--- src/rtl/cpu_pkg.sv ---
// Shared CPU definitions: datapath widths, ALU op codes and control-bundle bit positions.
package cpu_pkg;

    localparam int unsigned XLEN    = 32;
    localparam int unsigned RADDR_W = 5;
    localparam int unsigned CTL_W   = 5;

    // ALU op codes; any other code passes src1 through
    localparam logic [3:0] AluAnd = 4'b0111;
    localparam logic [3:0] AluOr  = 4'b0001;
    localparam logic [3:0] AluAdd = 4'b0010;
    localparam logic [3:0] AluSub = 4'b0011;
    localparam logic [3:0] AluSlt = 4'b0100;
    localparam logic [3:0] AluXor = 4'b0101;
    localparam logic [3:0] AluSll = 4'b0110;

    // Bit positions in the {reg_write, mem_read, mem_write, mem_to_reg, branch} bundle
    localparam int unsigned CtlRegWrite = 4;
    localparam int unsigned CtlMemRead  = 3;
    localparam int unsigned CtlMemWrite = 2;
    localparam int unsigned CtlMemToReg = 1;
    localparam int unsigned CtlBranch   = 0;

endpackage

--- src/rtl/fwd_mux.sv ---
// Per-operand forwarding select: EX/MEM beats MEM/WB beats the registered read data.
module fwd_mux #(
    parameter int unsigned XLEN    = cpu_pkg::XLEN,
    parameter int unsigned RADDR_W = cpu_pkg::RADDR_W
) (
    input  logic [RADDR_W-1:0] addr_i,
    input  logic [XLEN-1:0]    reg_data_i,
    input  logic               exmem_reg_write_i,
    input  logic [RADDR_W-1:0] exmem_rd_i,
    input  logic [XLEN-1:0]    exmem_data_i,
    input  logic               memwb_reg_write_i,
    input  logic [RADDR_W-1:0] memwb_rd_i,
    input  logic [XLEN-1:0]    memwb_data_i,
    output logic [XLEN-1:0]    data_o
);

    logic exmem_hit;
    logic memwb_hit;

    // x0 is hardwired, so a write to it must never be forwarded
    assign exmem_hit = exmem_reg_write_i && (exmem_rd_i != '0) && (exmem_rd_i == addr_i);
    assign memwb_hit = memwb_reg_write_i && (memwb_rd_i != '0) && (memwb_rd_i == addr_i);

    always_comb begin
        data_o = reg_data_i;
        if (exmem_hit) begin
            data_o = exmem_data_i;
        end else if (memwb_hit) begin
            data_o = memwb_data_i;
        end
    end

endmodule

--- src/rtl/id_ex_stage.sv ---
// ID/EX pipeline register with hazard detection and ALU operand selection.
// Define ID_EX_FWD_EN to enable EX/MEM and MEM/WB forwarding; otherwise hazards stall.
module id_ex_stage #(
    parameter int unsigned XLEN    = cpu_pkg::XLEN,
    parameter int unsigned RADDR_W = cpu_pkg::RADDR_W
) (
    input  logic               clk_i,
    input  logic               rst_i,
    input  logic               dec_valid_i,
    input  logic [XLEN-1:0]    dec_pc_i,
    input  logic [XLEN-1:0]    dec_rs1_data_i,
    input  logic [XLEN-1:0]    dec_rs2_data_i,
    input  logic [XLEN-1:0]    dec_imm_i,
    input  logic [RADDR_W-1:0] dec_rs1_i,
    input  logic [RADDR_W-1:0] dec_rs2_i,
    input  logic [RADDR_W-1:0] dec_rd_i,
    input  logic               dec_use_rs1_i,
    input  logic               dec_use_rs2_i,
    input  logic [3:0]         dec_alu_ctrl_i,
    input  logic               dec_alu_src_i,
    input  logic               dec_pc_src0_i,
    input  logic [4:0]         dec_ctl_i,
    input  logic               flush_i,
    input  logic               exmem_reg_write_i,
    input  logic [RADDR_W-1:0] exmem_rd_i,
    input  logic [XLEN-1:0]    exmem_data_i,
    input  logic               memwb_reg_write_i,
    input  logic [RADDR_W-1:0] memwb_rd_i,
    input  logic [XLEN-1:0]    memwb_data_i,
    output logic               stall_o,
    output logic               valid_o,
    output logic [XLEN-1:0]    src0_o,
    output logic [XLEN-1:0]    src1_o,
    output logic [3:0]         alu_ctrl_o,
    output logic [XLEN-1:0]    store_data_o,
    output logic [RADDR_W-1:0] rd_o,
    output logic [4:0]         ctl_o,
    output logic [XLEN-1:0]    pc_o,
    output logic [XLEN-1:0]    imm_o
);

    import cpu_pkg::*;

    logic               valid_q;
    logic [CTL_W-1:0]   ctl_q;
    logic [RADDR_W-1:0] rd_q;
    logic [RADDR_W-1:0] rs1_q;
    logic [RADDR_W-1:0] rs2_q;
    logic [3:0]         alu_ctrl_q;
    logic               alu_src_q;
    logic               pc_src0_q;
    logic [XLEN-1:0]    pc_q;
    logic [XLEN-1:0]    imm_q;
    logic [XLEN-1:0]    rs1_data_q;
    logic [XLEN-1:0]    rs2_data_q;

    logic               load_use;
    logic               hazard;
    logic               bubble;
    logic [XLEN-1:0]    fwd_rs1;
    logic [XLEN-1:0]    fwd_rs2;

    assign load_use = valid_q && ctl_q[CtlMemRead] && (rd_q != '0) && dec_valid_i &&
                      ((dec_use_rs1_i && (dec_rs1_i == rd_q)) ||
                       (dec_use_rs2_i && (dec_rs2_i == rd_q)));

`ifdef ID_EX_FWD_EN
    assign hazard = load_use;

    fwd_mux #(.XLEN(XLEN), .RADDR_W(RADDR_W)) u_fwd_rs1 (
        .addr_i            (rs1_q),
        .reg_data_i        (rs1_data_q),
        .exmem_reg_write_i (exmem_reg_write_i),
        .exmem_rd_i        (exmem_rd_i),
        .exmem_data_i      (exmem_data_i),
        .memwb_reg_write_i (memwb_reg_write_i),
        .memwb_rd_i        (memwb_rd_i),
        .memwb_data_i      (memwb_data_i),
        .data_o            (fwd_rs1)
    );

    fwd_mux #(.XLEN(XLEN), .RADDR_W(RADDR_W)) u_fwd_rs2 (
        .addr_i            (rs2_q),
        .reg_data_i        (rs2_data_q),
        .exmem_reg_write_i (exmem_reg_write_i),
        .exmem_rd_i        (exmem_rd_i),
        .exmem_data_i      (exmem_data_i),
        .memwb_reg_write_i (memwb_reg_write_i),
        .memwb_rd_i        (memwb_rd_i),
        .memwb_data_i      (memwb_data_i),
        .data_o            (fwd_rs2)
    );
`else
    logic rs1_pending;
    logic rs2_pending;
    logic unused_fwd;

    // Without forwarding, wait until the producer leaves EX/MEM; the register file covers MEM/WB
    assign rs1_pending = dec_use_rs1_i && (dec_rs1_i != '0) &&
                         ((valid_q && ctl_q[CtlRegWrite] && (dec_rs1_i == rd_q)) ||
                          (exmem_reg_write_i && (dec_rs1_i == exmem_rd_i)));
    assign rs2_pending = dec_use_rs2_i && (dec_rs2_i != '0) &&
                         ((valid_q && ctl_q[CtlRegWrite] && (dec_rs2_i == rd_q)) ||
                          (exmem_reg_write_i && (dec_rs2_i == exmem_rd_i)));
    assign hazard      = load_use || (dec_valid_i && (rs1_pending || rs2_pending));

    assign fwd_rs1    = rs1_data_q;
    assign fwd_rs2    = rs2_data_q;
    assign unused_fwd = ^{exmem_data_i, memwb_reg_write_i, memwb_rd_i, memwb_data_i,
                          rs1_q, rs2_q};
`endif

    assign stall_o = hazard && !flush_i;
    assign bubble  = flush_i || hazard;

    always_ff @(posedge clk_i or negedge rst_i) begin
        if (!rst_i) begin
            valid_q    <= 1'b0;
            ctl_q      <= '0;
            rd_q       <= '0;
            rs1_q      <= '0;
            rs2_q      <= '0;
            alu_ctrl_q <= AluAdd;
            alu_src_q  <= 1'b0;
            pc_src0_q  <= 1'b0;
            pc_q       <= '0;
            imm_q      <= '0;
            rs1_data_q <= '0;
            rs2_data_q <= '0;
        end else if (bubble) begin
            // Zeroed operands with ADD give a deterministic ALU result of 0
            valid_q    <= 1'b0;
            ctl_q      <= '0;
            rd_q       <= '0;
            rs1_q      <= '0;
            rs2_q      <= '0;
            alu_ctrl_q <= AluAdd;
            alu_src_q  <= 1'b0;
            pc_src0_q  <= 1'b0;
            pc_q       <= '0;
            imm_q      <= '0;
            rs1_data_q <= '0;
            rs2_data_q <= '0;
        end else begin
            valid_q    <= dec_valid_i;
            ctl_q      <= dec_ctl_i;
            rd_q       <= dec_rd_i;
            rs1_q      <= dec_rs1_i;
            rs2_q      <= dec_rs2_i;
            alu_ctrl_q <= dec_alu_ctrl_i;
            alu_src_q  <= dec_alu_src_i;
            pc_src0_q  <= dec_pc_src0_i;
            pc_q       <= dec_pc_i;
            imm_q      <= dec_imm_i;
            rs1_data_q <= dec_rs1_data_i;
            rs2_data_q <= dec_rs2_data_i;
        end
    end

    assign valid_o      = valid_q;
    assign ctl_o        = ctl_q;
    assign rd_o         = rd_q;
    assign alu_ctrl_o   = alu_ctrl_q;
    assign pc_o         = pc_q;
    assign imm_o        = imm_q;
    assign src0_o       = pc_src0_q ? pc_q : fwd_rs1;
    assign src1_o       = alu_src_q ? imm_q : fwd_rs2;
    assign store_data_o = fwd_rs2;

endmodule
--- config.mk ---
export PLATFORM = sky130hd
export DESIGN_NAME = id_ex_stage
export DESIGN_NICKNAME = d
export VERILOG_FILES = /design/src/rtl/cpu_pkg.sv /design/src/rtl/fwd_mux.sv /design/src/rtl/id_ex_stage.sv
export SDC_FILE = /design/constraint.sdc
export NUM_CORES = 1
export LEC_CHECK = 0
export ABC_AREA = 1
export BUFFER_PORTS_ARGS = -buffer_cell sky130_fd_sc_hd__buf_4
export CORE_AREA = 2 2 159 161
export DETAILED_ROUTE_END_ITERATION = 8
export DIE_AREA = 0 0 161 163
export GPL_TIMING_DRIVEN = 0
export PLACE_DENSITY = 0.51
export SLEW_MARGIN = 40
export SYNTH_ARGS = -nofsm -noshare
export SYNTH_HDL_FRONTEND = slang
export SYNTH_SLANG_ARGS = --single-unit
export TNS_END_PERCENT = 20
--- constraint.sdc ---
create_clock -name clk_i -period 2.76 [get_ports clk_i]
set_input_delay 0.276 -clock clk_i [delete_from_list [all_inputs] [get_ports clk_i]]
set_output_delay 0.276 -clock clk_i [all_outputs]
set_load 0.02 [all_outputs]
=== Yosys cells after proc, flatten, opt, wreduce, memory -nomap -nowiden ===
Cells that the tools add are included.

* Equal/unequal tests: 4
* Muxes and demuxes: 12
* Reductions and logical operators: 27

{| class="wikitable"
|+ Operators with widths
! kind !! count
|-
| $mux 32 || 6
|-
| $eq 5x5->1 || 4
|-
| $logic_and 1x1->1 || 17
|-
| $reduce_bool 5->1 || 3
|-
| $mux 5 || 2
|-
| $logic_or 1x1->1 || 6
|-
| $mux 4 || 1
|-
| $mux 1 || 3
|-
| $logic_not 1->1 || 1
|}

* Register bits after elaboration: 145
* Input bits: 236

=== Depth between registers and ports, before layout ===
* Depth in word-level cells: 9
* Mapped depth: 13
* Depth with buffers taken out: 11

=== Worst setup path after synthesis ===
Ideal clock, no wire load.

* Kind: reg-to-output
* Start point: register rd_q[3], in the netlist rd_o[3]
* End point: output stall_o
* Data arrival time: 1451 ps
* Setup slack: 1033 ps
* Cell stages (with the launch flop): 11
* Path buffers: 0
* Path through: dfrtp_1 > inv_1 > nand2_1 > nand2_1 > nor2_1 > nand4_1 > nand2_1 > nand2_1 > nand2_1 > nand2_1 > a21oi_1

* Cells in the longest elaborated chain, start to end: 8

{| class="wikitable"
|+ Ends and longest elaborated chain
! element !! line !! RTL
|-
| start: declaration || id_ex_stage.sv:46 || <nowiki>logic [RADDR_W-1:0] rd_q;</nowiki>
|-
| start signal: assignment || id_ex_stage.sv:147 || <nowiki>rd_q <= dec_rd_i;</nowiki>
|-
| $eq 5x5->1, on equally long branches || - ||
|-
| $logic_and 1x1->1, on equally long branches || id_ex_stage.sv:100, id_ex_stage.sv:103 ||
|-
| $logic_or 1x1->1, on equally long branches || id_ex_stage.sv:100, id_ex_stage.sv:103 ||
|-
| $logic_and 1x1->1, on equally long branches || id_ex_stage.sv:99, id_ex_stage.sv:102 ||
|-
| $logic_or 1x1->1 || id_ex_stage.sv:105 || <nowiki>assign hazard = load_use || (dec_valid_i && (rs1_pending || rs2_pending));</nowiki>
|-
| $logic_and 1x1->1 || id_ex_stage.sv:105 ||
|-
| $logic_or 1x1->1 * || id_ex_stage.sv:105 ||
|-
| $logic_and 1x1->1 * || id_ex_stage.sv:113 || <nowiki>assign stall_o = hazard && !flush_i;</nowiki>
|-
| end: declaration || id_ex_stage.sv:30 || <nowiki>output logic stall_o,</nowiki>
|}

Mark *: on every way between the ends. The rest lies on a longest branch, timed or not.

=== Worst setup path after layout ===
* Start point: register alu_src_q
* End point: output src1_o[24]

* Cells in the longest elaborated chain, start to end: 1

{| class="wikitable"
|+ Ends and longest elaborated chain
! element !! line !! RTL
|-
| start: declaration || id_ex_stage.sv:50 || <nowiki>logic alu_src_q;</nowiki>
|-
| start signal: assignment || id_ex_stage.sv:151 || <nowiki>alu_src_q <= dec_alu_src_i;</nowiki>
|-
| $mux 32 || id_ex_stage.sv:167 || <nowiki>assign src1_o = alu_src_q ? imm_q : fwd_rs2;</nowiki>
|-
| end: declaration || id_ex_stage.sv:33 || <nowiki>output logic [XLEN-1:0] src1_o,</nowiki>
|}

Every way passes these cells.

==> metrics.md <==
| Metric | Value |
|---|---|
| Distinct cell type count after synthesis | 21 |
| Ports | 412 |
| DR vias | 5,099 |
| Die area | 26,240 um2 |
| Vias/cell | 3.845 |
| P&R area growth vs syn | 60.56% |
| Comb power frac | 17.9% |
| Leak | 0.005605 uW |
| Non-filler instance count after layout | 1,326 |
| CTS root buf | clkbuf_16 |
| Final Hold Viols | 0 |
| Crit start category | flop |
| Post-route DRC | 0 |
| Setup Fix Bufs, Post-CTS | 0 |
| RSZ-0062 raised after global routing | false |
| Setup tns final | 0 ps |
| 1st-iter DRT viols | 150 |
| Crit Path Class | flop to output port |
| Reg clk slew, reported paths | 70 ps |
| Total track usage | 15.33% |
| Final setup violation count | 0 |
| Final Power | 5744 uW |
| Avg Synthesized Cell Area | 9.707 um2 |
| WP data arrival | 2160 ps |
| Hold Path Cell Cnt | 3 |
| Post-DP HPWL | 15.35 mm |
| Most frequent cell after synthesis | inv_1 |
| CTS buffer count | 17 |
| Sequential Power Share | 40.0% |
| Worst skew pair latency | 420 ps |
| Number of global-route vias before repair | 5,324 |
| Post-layout min period | 2440 ps |
| Max-slew headroom | 51.18% |
| Clock buffer depth | 2 |
| Dpl cells | 1,294 |
| Max-slew violation count | 0 |
| Worst Setup End Kind | output port |
| Die width | 161 um |
| Cells along the critical path | clkbuf_1 -> buf_1 -> mux2_2 -> buf_4 |
| Synth Flop Type | dfrtp_1 |
| Synth top area share | 59.78% |
| NetSw | 1575 uW |
| Final ANT Viol Nets | 0 |
| Placer Congestion | 0.8290 |
| CTS-repair resized insts | 0 |
| Initial antenna violation count | 0 |
| Pin count of the biggest net entering global routing | 63 |
| Gr ovfl total | 0 |
| Seq cells post-synth | 145 |
| ANT cells | 0 |
| Net Sw Frac | 27.42% |
| Power Density | 593.5 nW/um2 |
| CP max stage delay | 530 ps |
| Deepest level of the CTS H-tree | 4 |
| CP max FO | 10 |
| DR WL/cell | 14.98 um |
| Ranking of synthesized cells by area | dfrtp_1 (60%), mux2_2 (12%), inv_1 (10%) |
| Largest area contributor in the synthesized netlist | dfrtp_1 |
| CP delay by family, top | buffers and inverters |
| Layout Utilization | 39.23% |
| Yosys warnings | 0 |
| Post-synth EDFFs | 0 |
| R2R cell count | 11 |
| WP buf/inv | 3 |
| # rows | 58 |
| Data required time at the worst endpoint | 2480 ps |
| Post-synth ARST share | 100.0% |
| Final setup skew | 13.82 ps |
| Pint | 4169 uW |
| Synth Instances | 621 |
| Sequential fraction of the synthesis area | 60.21% |
| Maxcap violations | 0 |
| CTS tree | yes |
| Core area | 24,670 um2 |
| Status | complete, no violations |
| CTS Sinks | 145 |
| Worst path depth | 4 |
| Top cells by count, synth | inv_1 (166), nor2_1 (157), dfrtp_1 (144) |
| Worst hold path type | input pin to flop |
| DRT Wirelength | 19.86 mm |
| Multi-input gate area | 1627 um2 |
| Syn nets | 857 |
| Power share of the clock group | 42.2% |
| Register area | 3630 um2 |
| Fin nets | 1,220 |
| Peak supply drop | 0.0003158 V |
| Final cycle utilization of the critical path | 88.42% |
| Drt first pass iters | 4 |
| Share of cells above drive strength 1 | 45.58% |
| Crit-path slowest cell | buf_1 |
| Slew @ Worst Pin | 732.3 ps |
| FILL cells | 2,570 |
| Number of port buffers | 341 |
| Synthesized cell area | 6028 um2 |
| Fmax | 409.8 MHz |
| Die height | 163 um |
| First-pass GRT wire length | 30.51 mm |
| Initial Util | 24.43% |
placed cells by master, fill, tap and decap left out, drive strengths merged, types with 3 or more instances in the layout:
cell type	synthesis	layout
dfrtp	144	144
clkinvlp	0	3
clkbuf	2	20
nor2	157	157
a21oi	3	3
o21ai	6	6
nand3	3	3
mux2	64	64
inv	166	172
nand4	8	8
bufinv	0	3
nand2	38	38
buf	21	364
cell families after synthesis:
logic type | after synthesis | synth area share (%)
AO/OA/AOI/OAI | 10 | 0.8716
XOR/XNOR | 4 | 0.5813
buffers and inverters | 189 | 12.81
flip-flops | 145 | 60.21
multiplexers | 64 | 11.96
AND/OR/NAND/NOR | 209 | 13.57
sequential cells by signal, indices dropped and copies added, names as in the netlist:
register,count
valid_o,1
pc_o,32
fwd_rs1,32
alu_ctrl_o,4
store_data_o,32
imm_o,32
rd_o,5
ctl_o,5
pc_src0_q,1
alu_src_q,1
metrics by stage:
| stage | hold WS (ps) | cell area (um2) | setup slack (ps) |
|---|---|---|---|
| 4_1_cts | 44.75 | 9679 | 192.9 |
| 6_report | 63.46 | 9679 | 319.5 |
| 3_5_place_dp | 144.1 | 9064 | 605.6 |
| 5_1_grt | 41.34 | 9679 | 123.8 |
| 3_3_place_gp | 497.6 | 9001 | 599.3 |
| 2_1_floorplan | -19.59 | 6028 | 1033 |
final timing paths:
path                                          start                       to  slack (ps)
worst max-delay path            alu_src_q$_DFF_PN0_               src1_o[24]         320
worst min-delay path                  dec_imm_i[19]      imm_o[19]$_DFF_PN0_          60
worst max register to register    rd_o[1]$_DFF_PN0_       pc_o[25]$_DFF_PN0_         730
worst min register to register   ctl_o[3]$_DFF_PN0_  alu_ctrl_o[1]$_DFF_PN1_         770
max in group asynchronous                     rst_i       pc_o[26]$_DFF_PN0_        1860
min in group asynchronous                     rst_i    fwd_rs1[15]$_DFF_PN0_         300
layer usage:
layer | track usage (%) | share of wire (%) | vias up
met5 | 0 | 0 | -
met4 | 4.424 | 1.1 | 0
met3 | 5.169 | 8.1 | 13
met2 | 26.53 | 51 | 189
met1 | 18.13 | 39 | 2375
li1 | - | - | 2522
final cells by class:
cell class / count / area share (%)
flip-flops and latches: 145 / 37.50
repair buffers: 344 / 27.20
multi-input cells: 287 / 16.80
inverters: 166 / 6.437
clock buffers: 18 / 4.434
well taps: 330 / 4.266
clock inverters: 13 / 1.823
plain buffers: 23 / 1.538
tightest hold or removal path: cells and delay by family:
kind / cells / cell delay [ps]
buffers and inverters: 2 / 140
AND/OR/NAND/NOR: 1 / 30
power groups by stage:
stage | combinational [uW] | clock, uW | sequential (uW)
6_report | 1030 | 2420 | 2300
4_1_cts | 1050 | 2500 | 2300
3_3_place_gp | 1030 | 0 | 2340
3_5_place_dp | 1040 | 0 | 2340
5_1_grt | 1120 | 2610 | 2310
2_1_floorplan | 356 | 0 | 2440
repair_timing:
action	in CTS	in global routing
hold endpoints to repair	26	0
setup endpoints to repair	0	0
hold buffers	1	0
No activity file was read; power rests on OpenSTA's default activity.
